$ cat src/rtl/cross_product_scheduler.sv
`timescale 1ns/1ps
`default_nettype none
// ============================================================================
//  Module   : cross_product_scheduler (+ signed_vector_cross_product)
//  Purpose  : Round-robin sharing of one signed 3-component cross-product unit
//             between two requesters, with a tagged valid/ready response.
//  Revision : 1.0 - initial release
// ============================================================================

module signed_vector_cross_product #(
    parameter int VEC_W = 57
) (
    input  logic [VEC_W-1:0] vec_a,
    input  logic [VEC_W-1:0] vec_b,
    output logic [VEC_W-1:0] vec_p
);
    localparam int c_CW = VEC_W / 3;

    logic signed [c_CW-1:0] w_ax, w_ay, w_az;
    logic signed [c_CW-1:0] w_bx, w_by, w_bz;
    logic signed [c_CW-1:0] w_px, w_py, w_pz;

    assign w_ax = vec_a[3*c_CW-1 -: c_CW];
    assign w_ay = vec_a[2*c_CW-1 -: c_CW];
    assign w_az = vec_a[c_CW-1 -: c_CW];
    assign w_bx = vec_b[3*c_CW-1 -: c_CW];
    assign w_by = vec_b[2*c_CW-1 -: c_CW];
    assign w_bz = vec_b[c_CW-1 -: c_CW];

    // Components wrap modulo 2^c_CW; only the low bits of each product are kept.
    assign w_px = w_ay * w_bz - w_az * w_by;
    assign w_py = w_az * w_bx - w_ax * w_bz;
    assign w_pz = w_ax * w_by - w_ay * w_bx;

    assign vec_p = {w_px, w_py, w_pz};
endmodule

module cross_product_scheduler #(
    parameter int VEC_W   = 57,
    parameter int TAG_W   = 4,
    parameter int LATENCY = 1
) (
    input  logic             clk,
    input  logic             rst_n,
    input  logic             req0_valid,
    output logic             req0_ready,
    input  logic [VEC_W-1:0] req0_vec_a,
    input  logic [VEC_W-1:0] req0_vec_b,
    input  logic [TAG_W-1:0] req0_tag,
    input  logic             req1_valid,
    output logic             req1_ready,
    input  logic [VEC_W-1:0] req1_vec_a,
    input  logic [VEC_W-1:0] req1_vec_b,
    input  logic [TAG_W-1:0] req1_tag,
    output logic             rsp_valid,
    input  logic             rsp_ready,
    output logic [VEC_W-1:0] rsp_vector,
    output logic [TAG_W-1:0] rsp_tag,
    output logic             rsp_src,
    output logic             busy
);
    localparam int c_CNT_W = 4;

    typedef enum logic [1:0] {
        ST_IDLE    = 2'd0,
        ST_COMPUTE = 2'd1,
        ST_RESPOND = 2'd2
    } state_t;

    state_t             r_state;
    state_t             w_state_nxt;
    logic [VEC_W-1:0]   r_vec_a;
    logic [VEC_W-1:0]   r_vec_b;
    logic [VEC_W-1:0]   r_rsp_vector;
    logic [VEC_W-1:0]   w_product;
    logic [TAG_W-1:0]   r_tag;
    logic               r_src;
    logic               r_last_grant;
    logic [c_CNT_W-1:0] r_cnt;
    logic               w_accept;
    logic               w_grant_src;

    signed_vector_cross_product #(
        .VEC_W (VEC_W)
    ) u_xprod (
        .vec_a (r_vec_a),
        .vec_b (r_vec_b),
        .vec_p (w_product)
    );

    // Under contention the requester that did not win last time is granted.
    assign w_grant_src = (req0_valid && req1_valid) ? ~r_last_grant : req1_valid;

    always_comb begin
        w_state_nxt = r_state;
        w_accept    = 1'b0;
        case (r_state)
            ST_IDLE: begin
                if (rst_n && (req0_valid || req1_valid)) begin
                    w_accept    = 1'b1;
                    w_state_nxt = ST_COMPUTE;
                end
            end
            ST_COMPUTE: begin
                if (r_cnt == '0) begin
                    w_state_nxt = ST_RESPOND;
                end
            end
            ST_RESPOND: begin
                if (rsp_ready) begin
                    w_state_nxt = ST_IDLE;
                end
            end
            default: w_state_nxt = ST_IDLE;
        endcase
    end

    always_ff @(posedge clk or negedge rst_n) begin
        if (!rst_n) begin
            r_state <= ST_IDLE;
        end else begin
            r_state <= w_state_nxt;
        end
    end

    always_ff @(posedge clk or negedge rst_n) begin
        if (!rst_n) begin
            r_vec_a      <= '0;
            r_vec_b      <= '0;
            r_rsp_vector <= '0;
            r_tag        <= '0;
            r_src        <= 1'b0;
            r_last_grant <= 1'b1;
            r_cnt        <= '0;
        end else if (w_accept) begin
            r_vec_a      <= w_grant_src ? req1_vec_a : req0_vec_a;
            r_vec_b      <= w_grant_src ? req1_vec_b : req0_vec_b;
            r_tag        <= w_grant_src ? req1_tag : req0_tag;
            r_src        <= w_grant_src;
            r_last_grant <= w_grant_src;
            r_cnt        <= c_CNT_W'(LATENCY - 1);
        end else if (r_state == ST_COMPUTE) begin
            if (r_cnt == '0) begin
                r_rsp_vector <= w_product;
            end else begin
                r_cnt <= r_cnt - 1'b1;
            end
        end
    end

    assign req0_ready = w_accept & ~w_grant_src;
    assign req1_ready = w_accept &  w_grant_src;
    assign rsp_valid  = (r_state == ST_RESPOND);
    assign rsp_vector = r_rsp_vector;
    assign rsp_tag    = r_tag;
    assign rsp_src    = r_src;
    assign busy       = (r_state != ST_IDLE);
endmodule

`default_nettype wire

$ cat config.mk
export PLATFORM = sky130hd
export DESIGN_NAME = cross_product_scheduler
export DESIGN_NICKNAME = d
export VERILOG_FILES = /design/src/rtl/cross_product_scheduler.sv
export SDC_FILE = /design/constraint.sdc
export NUM_CORES = 2
export LEC_CHECK = 0
export CORE_ASPECT_RATIO = 0.9
export CORE_MARGIN = 5
export CORE_UTILIZATION = 32
export CTS_CLUSTER_DIAMETER = 200
export DETAILED_ROUTE_END_ITERATION = 6
export PLACE_DENSITY_LB_ADDON = 0.25
export SKIP_CTS_REPAIR_TIMING = 1
export SLEW_MARGIN = 40
export SYNTH_ARGS = -nofsm -noshare
export SYNTH_HDL_FRONTEND = slang
export SYNTH_SLANG_ARGS = --single-unit
$ cat constraint.sdc
create_clock -name clk -period 8.08 [get_ports clk]
set_input_delay 0.808 -clock clk [delete_from_list [all_inputs] [get_ports clk]]
set_output_delay 0.808 -clock clk [all_outputs]
set_load 0.02 [all_outputs]
==> flow_summary.toml <==
[run_status]
status = "complete, no violations"

[synth]
yosysTopAreaCell = "fa_1"
synth_top_family_by_area = "adder cells"
syn_inst = 4749
synthTopCellsByArea = "fa_1, ha_1, dfrtp_1"
synth_warnings = 0
synth-simple-area-share = 0.152
synth_top_area_frac = 0.383
netlist_area_sq_um = 43400
synth_adder_area_share = 0.515
synthFlopType = "dfrtp_1"
synth_xor_xnor_area_share = 0.0555
synth_compound_area_frac = 0.0347
syn_avg_cell_area_sq_um = 9.14
ys_async_sr_fraction = 1.00
ys_ff_latch = 183
muxShareOfSynthArea = 0.0306
syn_nets = 6279
yosysSeqAreaShare = 0.106
synth-edff-count = 0
ys_types = 49

[clock_network]
cts_max_path_buffers = 2
tritoncts = "built"
clk_pin_slew_ns = 0.09
cts_sinks = 183
insertion_delay_ns = 0.57
cts_made_buffers = 17
cts_root_buf = "clkbuf_16"
htree_levels = 4

[global_routing]
grt_pass1_vias = 34300
grt_max_degree = 225
antenna_found_initial = 1
grt_overflow = 0
grt_pass1_wl_microns = 213000
grtUsageTotal = 0.196

[worst_hold_path]
hp-class = "primary input to asynchronous set/reset pin"

[die]
core_sq_um = 135000
die_h_microns = 359
start_util = 0.321
die_w_microns = 398
rows = 128
ios = 307
die_area_sq_um = 143000

[placement]
dp.cells = 6731
gp_congestion = 0.872
hpwl_microns = 112000
numPortBuffers = 306

[sta]
clock.fmax_mhz = 133
rsz0062_at_grt = "false"
fin_skew_ns = 0.0376
worstMarginPinSlew_ns = 0.968
setup_violations = 0
fin_setup_tns_ns = 0
whs_ns = 0.137
max_slew_margin = 0.355
hold_viol_final = 0
slew_violations = 0
min_period_ns = 7.51
fin_crit_sh = 0.929

[detailed_routing]
vias = 31300
viasPerCell = 4.63
firstDrtPassIters = 5
wl_per_cell_microns = 20.2
drt_iter0_drc = 1820
antenna_left = 0
drc = 0
wl_microns = 137000

[worst_setup_path]
path_class = "register to register"
cp.arrival_ns = 7.91
rr_startpoint = "r_vec_b[24]"
critical_path.startpoint_type = "register"
reg2reg_to = "rsp_vector[54]"
reg2reg_depth = 22
end_kind = "register"
crit_required_ns = 8.48
rrSetupSlack_ns = 0.57
worstPathMaxFanout = 15

[final_layout]
final_layout_size_suffix_gt1_frac = 0.0423
nNetsFinal = 6461
fillCellCount = 13900
syn_to_final_growth_pct = 14.0
finalNonFillerCells = 6765

[run]
max_cap_violations = 0
==> cell usage in the layout, fill, tap and decap left out, types with 3 or more instances in the layout <==
cell and n:
dfrtp_2 36, a21o_1 16, o21a_1 9, xor2_1 52, o21ai_1 24, inv_1 967
nand2b_1 10, fa_1 831, o21ai_0 154, a21oi_1 28, o31ai_1 5, inv_8 3
clkdlybuf4s50_1 305, buf_4 109, buf_12 10, o21bai_1 5, ha_1 458, and2_1 535
nor2_1 28, and3_1 3, nand2_1 778, a211oi_1 6, clkbuf_16 17, dfrtp_1 144
mux2_2 12, nor2b_1 8, xnor2_1 223, inv_6 4, mux2i_1 119
==> registers in the layout, summed over array words and instances, names as in the netlist <==
name	count
r_last_grant	1
rsp_src	1
rsp_tag	4
r_vec_a	57
rsp_vector	57
r_state	2
r_cnt	4
r_vec_b	57
==> layer usage <==
layer  share of wire  routed length (microns)  track usage  up-vias
li1                -                        -            -    14400
met1            0.47                    64400        0.282    15800
met2            0.45                    61000        0.307      973
met3           0.061                     8300       0.0346      168
met4           0.024                     3220       0.0459        0
met5               0                        0            0        -
==> worst max-delay path by stage <==
stage | startpoint | endpoint | slack, ns | cells past startpoint
after floorplan | r_vec_b[23] | rsp_vector[18] | 1.54 | 22
after global placement | r_vec_b[23] | rsp_vector[54] | 0.54 | 22
after detailed placement | r_vec_b[2] | rsp_vector[54] | 0.72 | 21
after CTS | r_vec_b[2] | rsp_vector[54] | 0.69 | 21
after global routing | r_vec_b[24] | rsp_vector[54] | 0.35 | 22
final | r_vec_b[24] | rsp_vector[54] | 0.57 | 22
==> cells in the mapped netlist (all sizes together), types with 2 or more instances <==
library cell / n
or4: 2
inv: 968
o21bai: 5
dfrtp: 182
ha: 458
and2: 535
xor2: 52
a211oi: 6
a31oi: 2
mux2: 12
clkbuf: 255
buf: 9
a21o: 16
nor3: 2
a21boi: 2
nand3: 2
nor3b: 2
a311oi: 2
and3: 3
o211a: 2
mux2i: 119
nand2: 778
a21oi: 28
nor2: 28
fa: 831
nor2b: 8
o21ai: 178
o21a: 9
o31ai: 5
xnor2: 223
nand2b: 10
==> kinds of logic after synthesis <==
kind of cell    count (synthesis)
mux                           131
simple gates                 1375
xor+xnor                      275
compound gates                264
buf+inv                      1232
flops                         183
fa+ha+maj                    1289
==> cell type report <==
type,instances,area (sq um),area share
clock inverter,11,133,0.00268
tap,1820,2280,0.0460
multi-input combinational,3334,34200,0.691
antenna,1,2.50,0.0000506
timing repair buffer,427,4130,0.0834
sequential,183,4630,0.0936
inverter,968,3630,0.0734
clock buffer,21,460,0.00931
==> critical path: stages, from the launching register on <==
cell and delay [ns]:
dfrtp_1 0.88, buf_4 0.40, nand2_1 0.12, fa_1 0.44
fa_1 0.46, fa_1 0.49, inv_1 0.04, ha_1 0.27
ha_1 0.30, inv_1 0.08, fa_1 0.45, fa_1 0.51
inv_1 0.05, fa_1 0.48, inv_1 0.05, ha_1 0.33
a211oi_1 0.34, a21oi_1 0.16, o31ai_1 0.55, a211oi_1 0.24
nor3_1 0.26, xor2_1 0.33, o21ai_1 0.09
==> through the flow <==
| stage | instance area (sq um) | util | worst slack [ns] |
|---|---|---|---|
| detailed placement | 48800 | 0.362 | 0.724 |
| global route | 49500 | 0.366 | 0.354 |
| CTS | 49400 | 0.366 | 0.691 |
| finish | 49500 | 0.366 | 0.574 |
| global placement | 48800 | 0.361 | 0.540 |
| floorplan | 43400 | - | 1.54 |
Power is not shown: default switching activity piles up to over one toggle a cycle in this logic, so the estimate is an artifact.
